File: config.mk
export PLATFORM = sky130hd
export DESIGN_NAME = execute_stage
export DESIGN_NICKNAME = d
export VERILOG_FILES = /design/src/rtl/execute_stage.sv
export SDC_FILE = /design/constraint.sdc
export NUM_CORES = 2
export LEC_CHECK = 0
export CELL_PAD_IN_SITES_DETAIL_PLACEMENT = 0
export CELL_PAD_IN_SITES_GLOBAL_PLACEMENT = 1
export CORE_MARGIN = 3
export CORE_UTILIZATION = 39
export DETAILED_ROUTE_END_ITERATION = 7
export GPL_TIMING_DRIVEN = 0
export PLACE_DENSITY = 0.76
export SYNTH_ARGS = -nofsm -noshare
export SYNTH_HDL_FRONTEND = slang
export SYNTH_SLANG_ARGS = --single-unit
File: constraint.sdc
create_clock -name clk -period 5.8 [get_ports clk]
set_clock_uncertainty 0.15 [all_clocks]
set_input_delay 1.16 -clock clk [delete_from_list [all_inputs] [get_ports clk]]
set_output_delay 1.16 -clock clk [all_outputs]
set_load 0.05 [all_outputs]
File: src/rtl/execute_stage.sv
`default_nettype none
// =============================================================================
// execute_stage : MIPS EX stage - operand forwarding, ALU, iterative MUL/DIV
//                 unit owning HI/LO, and the EX/MEM pipeline register.
// Revision      : 1.0
// =============================================================================
module execute_stage #(
  parameter int MD_CYCLES = 32
) (
  input  logic        clk,
  input  logic        reset,
  input  logic        id_ex_valid,
  input  logic        reg_wr_en,
  input  logic        mem_wr_en,
  input  logic        mem_to_reg_wr,
  input  logic [4:0]  reg_wr_addr,
  input  logic [4:0]  alu_op,
  input  logic        alu_src,
  input  logic [31:0] rs_data,
  input  logic [31:0] rt_data,
  input  logic [31:0] imm,
  input  logic [4:0]  shamt,
  input  logic [1:0]  fwd_a_sel,
  input  logic [1:0]  fwd_b_sel,
  input  logic [31:0] ex_mem_fwd_data,
  input  logic [31:0] wb_fwd_data,
  output logic        ex_mem_reg_wr_en,
  output logic        ex_mem_mem_wr_en,
  output logic        ex_mem_mem_to_reg_wr,
  output logic [4:0]  ex_mem_reg_wr_addr,
  output logic [31:0] ex_mem_alu_result,
  output logic [31:0] ex_mem_mem_wr_data,
  output logic        ex_stall
);

  localparam logic [4:0] OP_ADD   = 5'd0;
  localparam logic [4:0] OP_SUB   = 5'd1;
  localparam logic [4:0] OP_AND   = 5'd2;
  localparam logic [4:0] OP_OR    = 5'd3;
  localparam logic [4:0] OP_XOR   = 5'd4;
  localparam logic [4:0] OP_NOR   = 5'd5;
  localparam logic [4:0] OP_SLT   = 5'd6;
  localparam logic [4:0] OP_SLTU  = 5'd7;
  localparam logic [4:0] OP_SLL   = 5'd8;
  localparam logic [4:0] OP_SRL   = 5'd9;
  localparam logic [4:0] OP_SRA   = 5'd10;
  localparam logic [4:0] OP_LUI   = 5'd11;
  localparam logic [4:0] OP_MULT  = 5'd12;
  localparam logic [4:0] OP_MULTU = 5'd13;
  localparam logic [4:0] OP_DIV   = 5'd14;
  localparam logic [4:0] OP_DIVU  = 5'd15;
  localparam logic [4:0] OP_MFHI  = 5'd16;
  localparam logic [4:0] OP_MFLO  = 5'd17;
  localparam logic [4:0] OP_MTHI  = 5'd18;
  localparam logic [4:0] OP_MTLO  = 5'd19;

  localparam logic [5:0] LAST_ITER = 6'(MD_CYCLES - 1);

  typedef enum logic [1:0] {
    MD_IDLE = 2'd0,
    MD_RUN  = 2'd1,
    MD_FIX  = 2'd2
  } md_state_e;

  md_state_e   state_q, state_d;
  logic [5:0]  cnt_q, cnt_d;
  logic [31:0] acc_hi_q, acc_hi_d;
  logic [31:0] acc_lo_q, acc_lo_d;
  logic [31:0] opnd_q, opnd_d;
  logic        is_div_q, is_div_d;
  logic        neg_q, neg_d;
  logic        rem_neg_q, rem_neg_d;
  logic        div_zero_q, div_zero_d;
  logic [31:0] hi_q, hi_d;
  logic [31:0] lo_q, lo_d;

  logic [31:0] w_fa;
  logic [31:0] w_fb;
  logic [31:0] w_op_b;
  logic [31:0] w_alu_result;
  logic        w_hilo;
  logic        w_md_op;
  logic        w_signed_op;
  logic        w_advance;
  logic [31:0] w_abs_a;
  logic [31:0] w_abs_b;
  logic [32:0] w_sum;
  logic [32:0] w_shift;
  logic [32:0] w_diff;
  logic [63:0] w_prod;

  // Forwarding muxes: code 11 falls back to the register file value.
  always_comb begin
    case (fwd_a_sel)
      2'b01:   w_fa = ex_mem_fwd_data;
      2'b10:   w_fa = wb_fwd_data;
      default: w_fa = rs_data;
    endcase
    case (fwd_b_sel)
      2'b01:   w_fb = ex_mem_fwd_data;
      2'b10:   w_fb = wb_fwd_data;
      default: w_fb = rt_data;
    endcase
  end

  assign w_op_b      = alu_src ? imm : w_fb;
  assign w_hilo      = (alu_op >= OP_MULT) && (alu_op <= OP_MTLO);
  assign w_md_op     = (alu_op >= OP_MULT) && (alu_op <= OP_DIVU);
  assign w_signed_op = (alu_op == OP_MULT) || (alu_op == OP_DIV);
  assign w_abs_a     = (w_signed_op && w_fa[31]) ? -w_fa : w_fa;
  assign w_abs_b     = (w_signed_op && w_fb[31]) ? -w_fb : w_fb;

  assign ex_stall  = id_ex_valid && w_hilo && (state_q != MD_IDLE);
  assign w_advance = id_ex_valid && !ex_stall;

  always_comb begin
    w_alu_result = '0;
    case (alu_op)
      OP_ADD:  w_alu_result = w_fa + w_op_b;
      OP_SUB:  w_alu_result = w_fa - w_op_b;
      OP_AND:  w_alu_result = w_fa & w_op_b;
      OP_OR:   w_alu_result = w_fa | w_op_b;
      OP_XOR:  w_alu_result = w_fa ^ w_op_b;
      OP_NOR:  w_alu_result = ~(w_fa | w_op_b);
      OP_SLT:  w_alu_result = {31'b0, $signed(w_fa) < $signed(w_op_b)};
      OP_SLTU: w_alu_result = {31'b0, w_fa < w_op_b};
      OP_SLL:  w_alu_result = w_fb << shamt;
      OP_SRL:  w_alu_result = w_fb >> shamt;
      OP_SRA:  w_alu_result = $signed(w_fb) >>> shamt;
      OP_LUI:  w_alu_result = {imm[15:0], 16'h0000};
      OP_MFHI: w_alu_result = hi_q;
      OP_MFLO: w_alu_result = lo_q;
      default: w_alu_result = '0;
    endcase
  end

  // EX/MEM register: bubbles clear only the control fields.
  always_ff @(posedge clk) begin
    if (!reset) begin
      ex_mem_reg_wr_en     <= 1'b0;
      ex_mem_mem_wr_en     <= 1'b0;
      ex_mem_mem_to_reg_wr <= 1'b0;
      ex_mem_reg_wr_addr   <= '0;
      ex_mem_alu_result    <= '0;
      ex_mem_mem_wr_data   <= '0;
    end else if (w_advance) begin
      ex_mem_reg_wr_en     <= reg_wr_en;
      ex_mem_mem_wr_en     <= mem_wr_en;
      ex_mem_mem_to_reg_wr <= mem_to_reg_wr;
      ex_mem_reg_wr_addr   <= reg_wr_addr;
      ex_mem_alu_result    <= w_alu_result;
      ex_mem_mem_wr_data   <= w_fb;
    end else begin
      ex_mem_reg_wr_en     <= 1'b0;
      ex_mem_mem_wr_en     <= 1'b0;
      ex_mem_mem_to_reg_wr <= 1'b0;
    end
  end

  always_ff @(posedge clk) begin
    if (!reset) begin
      state_q    <= MD_IDLE;
      cnt_q      <= '0;
      acc_hi_q   <= '0;
      acc_lo_q   <= '0;
      opnd_q     <= '0;
      is_div_q   <= 1'b0;
      neg_q      <= 1'b0;
      rem_neg_q  <= 1'b0;
      div_zero_q <= 1'b0;
      hi_q       <= '0;
      lo_q       <= '0;
    end else begin
      state_q    <= state_d;
      cnt_q      <= cnt_d;
      acc_hi_q   <= acc_hi_d;
      acc_lo_q   <= acc_lo_d;
      opnd_q     <= opnd_d;
      is_div_q   <= is_div_d;
      neg_q      <= neg_d;
      rem_neg_q  <= rem_neg_d;
      div_zero_q <= div_zero_d;
      hi_q       <= hi_d;
      lo_q       <= lo_d;
    end
  end

  // Unsigned core on magnitudes; acc_hi holds the partial product or the
  // running remainder, acc_lo the multiplier or the quotient being built.
  always_comb begin
    state_d    = state_q;
    cnt_d      = cnt_q;
    acc_hi_d   = acc_hi_q;
    acc_lo_d   = acc_lo_q;
    opnd_d     = opnd_q;
    is_div_d   = is_div_q;
    neg_d      = neg_q;
    rem_neg_d  = rem_neg_q;
    div_zero_d = div_zero_q;
    hi_d       = hi_q;
    lo_d       = lo_q;
    w_sum      = '0;
    w_shift    = '0;
    w_diff     = '0;
    w_prod     = '0;
    case (state_q)
      MD_IDLE: begin
        if (w_advance && w_md_op) begin
          state_d    = MD_RUN;
          cnt_d      = '0;
          acc_hi_d   = '0;
          acc_lo_d   = w_abs_a;
          opnd_d     = w_abs_b;
          is_div_d   = (alu_op == OP_DIV) || (alu_op == OP_DIVU);
          neg_d      = w_signed_op && (w_fa[31] ^ w_fb[31]);
          rem_neg_d  = w_signed_op && w_fa[31];
          div_zero_d = (w_fb == 32'd0);
        end else if (w_advance && (alu_op == OP_MTHI)) begin
          hi_d = w_fa;
        end else if (w_advance && (alu_op == OP_MTLO)) begin
          lo_d = w_fa;
        end
      end
      MD_RUN: begin
        if (is_div_q) begin
          w_shift = {acc_hi_q, acc_lo_q[31]};
          w_diff  = w_shift - {1'b0, opnd_q};
          if (!w_diff[32]) begin
            acc_hi_d = w_diff[31:0];
            acc_lo_d = {acc_lo_q[30:0], 1'b1};
          end else begin
            acc_hi_d = w_shift[31:0];
            acc_lo_d = {acc_lo_q[30:0], 1'b0};
          end
        end else begin
          w_sum    = {1'b0, acc_hi_q} + (acc_lo_q[0] ? {1'b0, opnd_q} : 33'd0);
          acc_hi_d = w_sum[32:1];
          acc_lo_d = {w_sum[0], acc_lo_q[31:1]};
        end
        cnt_d = cnt_q + 6'd1;
        if (cnt_q == LAST_ITER) begin
          state_d = MD_FIX;
        end
      end
      MD_FIX: begin
        if (is_div_q) begin
          lo_d = div_zero_q ? 32'hFFFF_FFFF : (neg_q ? -acc_lo_q : acc_lo_q);
          hi_d = rem_neg_q ? -acc_hi_q : acc_hi_q;
        end else begin
          w_prod = {acc_hi_q, acc_lo_q};
          if (neg_q) begin
            w_prod = -w_prod;
          end
          hi_d = w_prod[63:32];
          lo_d = w_prod[31:0];
        end
        state_d = MD_IDLE;
      end
      default: state_d = MD_IDLE;
    endcase
  end

endmodule
`default_nettype wire

==> results.toml <==
[outcome]
status = "finished, violations left"
violations = "max-capacitance violations, max-slew violations, negative setup slack"

[timing]
max_freq_mhz = 170.6
min_period_ns = 5.860
setup_ws_ns = -0.06048
slew_headroom_pct = -4.229
worstMarginPinSlew_ns = 1.563
rsz0062_at_grt = "true"
slew_violations = 14
setup_viol = 4
hold_viol = 0
post-route-period-util_pct = 101.0

[synthesis]
yosysTopAreaCellShare_pct = 17.93
syn_inst = 3749
synth_cell_types = 81
yosys-top-cells-count = "nand2_1, o21ai_0, a21oi_1"
ys_ff_latch = 244
synth_warnings = 0
async_flop_share_pct = 0
mappedNetlistNets = 4117
synth_edf_count = 0
synth.most_common_cell = "nand2_1"
synthTopCellsByArea = "dfxtp_1, ha_1, o21ai_0, nand2_1, a21oi_1"
synth_seq_area_share_pct = 17.93
yosys.area.top_type = "dfxtp_1"
syn_avg_cell_area_um2 = 7.269
synth-main-ff-cell = "dfxtp_1"
synth.cell_area_um2 = 27250

[placed_design]
dp_hpwl_um = 138500
numPortBuffers = 254
gp_congestion = 1.097
dpl.cell_count = 4935
post-place-ws_ns = -3.153
place_area_um2 = 30990

[detailed_routing]
drtIter0Drc = 5079
vias = 33750
antenna_left = 0
drcViolationCount = 0
wirelength_um = 172100
drt-pass1-iter-count = 8
viasPerCell = 6.719
wire_per_inst_um = 34.25

[power]
p_sw_share_pct = 45.50
p_clk_share_pct = 29.4
p_int_mw = 4.216
p_per_area_nw_per_um2 = 232.5
p_seq_share_pct = 23.0
power_mw = 7.735
ir_drop_mv = 0.1967
leakagePower_nw = 13.29
combPwrFrac_pct = 47.5
p_sw_mw = 3.519

[global_routing]
met3_usage_pct = 12.49
first_global_vias = 30910
met1_usage_pct = 58.72
grt_usage_pct = 44.77
grt_overflow = 0
grt_use_met2_pct = 65.55
grt_start_max_net_pins = 13
antenna_found_initial = 5
busiest_layer = "met2"
grt_pass1_wl_um = 236800

[worst_setup_path]
cpPeakStageDelay_ns = 0.48
cp_cell_sequence = "clkdlybuf4s50_1 > inv_1 > ha_1 > buf_4 > buf_6 > a221o_1 > o21ai_4 > o21ai_2 > ha_2 > fa_2 > o21ba_2 > or4_1 > nor3b_2 > o41ai_4 > a221oi_2 > o21ai_2 > a21oi_1 > a221o_1 > a221oi_1 > nor3b_1"
path_class = "primary input to flop"
cp_data_required_time_ns = 6.14
worstRegToRegCells = 15
slowest_stage = "clkdlybuf4s50_1"
arrival_ns = 6.20
cp_max_fo = 10
cp-start-kind = "primary input"
end_kind = "flop"

[clock_tree]
cts.root.buffer_cell = "clkbuf_16"
worstSkewPairLatency_ns = 0.60
cts_max_path_buffers = 3
cts_tree = "built"
clk_pin_slew_ns = 0.07
cts_buffers = 34
numClockSinks = 244
cts_max_level = 2

[layout]
synthToLayoutAreaGrowth_pct = 22.07
layout.nets = 4427
stdcell_count = 5023
drive_gt1_share_pct = 8.766
final_util_pct = 48.25
postLayoutCellArea_um2 = 33260

[floorplanning]
die_w_um = 270.3
num_rows = 96
die_h_um = 270.3
die-area_um2 = 73080
boundaryPins = 259
core_area_um2 = 68950
start_util_pct = 39.52

[min_path]
hold_depth = 1
holdCritPathClass = "flop to flop"

[run]
max_cap_viol_count = 1
per-layer routing:
layer / vias up / part of all wire (%)
met1: 16210 / 39
met4: 2 / 7.2
met3: 518 / 13
li1: 14450 / -
met2: 2565 / 41
met5: - / 0.0070
registers in the layout (all words and copies together) (netlist names):
signal,flops
ex_mem_mem_to_reg_wr,1
ex_mem_alu_result,32
cnt_q,6
is_div_q,1
neg_q,1
state_q,2
ex_mem_reg_wr_en,1
rem_neg_q,1
lo_q,32
ex_mem_reg_wr_addr,5
hi_q,32
acc_hi_q,32
ex_mem_mem_wr_data,32
ex_mem_mem_wr_en,1
opnd_q,32
div_zero_q,1
acc_lo_q,32
layout by cell type (no fill, tap or decap), drive strengths merged, types with 85 or more instances in the layout:
cell	count
nand2	421
o21ai	410
a21oi	293
clkbuf	286
nor2	267
clkdlybuf4s50	253
dfxtp	244
ha	178
inv	161
mux2i	125
xnor2	115
buf	85
cell type report:
type | instances | area (µm²)
antenna | 8 | 20.02
multi-input combinational | 3034 | 21240
tap | 931 | 1165
clock inverter | 20 | 240.2
buffer | 302 | 1403
fill | 7171 | 35680
timing repair buffer | 282 | 2784
clock buffer | 41 | 917.1
inverter | 161 | 609.3
sequential | 244 | 4885
cells by family after synthesis:
group           Yosys count  synth area share [%]
buf+inv                 471                 6.584
fa+ha+maj               182                 8.467
mux                     192                 9.179
xor+xnor                197                 6.332
flops                   244                 17.93
compound gates         1334                 32.19
simple gates           1129                 19.33
repair_timing:
item	4_1_cts	5_1_grt
setup buffers	13	14
pin swaps	10	13
endpoints found under the setup margin	48	51
resized for setup	221	95
hold buffers	0	0
critical path, delay by kind of cell:
| kind | cells | cell delay (ns) |
|---|---|---|
| AOI/OAI and AO/OA | 10 | 2.46 |
| and+or+nand+nor | 3 | 0.78 |
| adders and majority gates | 3 | 0.91 |
| buffers and inverters | 4 | 0.90 |
through the flow:
step	setup TNS, ns	hold WS [ns]
4_1_cts	-0.02518	0.3062
3_5_place_dp	-96.77	0.2927
5_1_grt	-0.9729	0.3355
2_1_floorplan	0	0.2835
3_3_place_gp	-98.11	0.2855
6_report	-0.1625	0.3002
power by group through the flow:
| stage | Clock, mW | Sequential (mW) | Combinational, mW |
|---|---|---|---|
| 2_1_floorplan | 0 | 1.90 | 1.79 |
| 3_3_place_gp | 0 | 1.81 | 3.27 |
| 3_5_place_dp | 0 | 1.82 | 3.24 |
| 4_1_cts | 2.27 | 1.78 | 3.41 |
| 5_1_grt | 2.34 | 1.79 | 3.76 |
| 6_report | 2.28 | 1.78 | 3.68 |
worst paths after layout:
| kind | from | end | slack, ns |
|---|---|---|---|
| setup / recovery | fwd_b_sel[0] | ex_mem_alu_result[22] | -0.06 |
| hold / removal | cnt_q[5] | state_q[1] | 0.30 |
| setup reg to reg | acc_lo_q[31] | acc_hi_q[27] | 0.29 |
| hold reg to reg | cnt_q[5] | state_q[1] | 0.30 |
(Power assumes the default switching activity.)
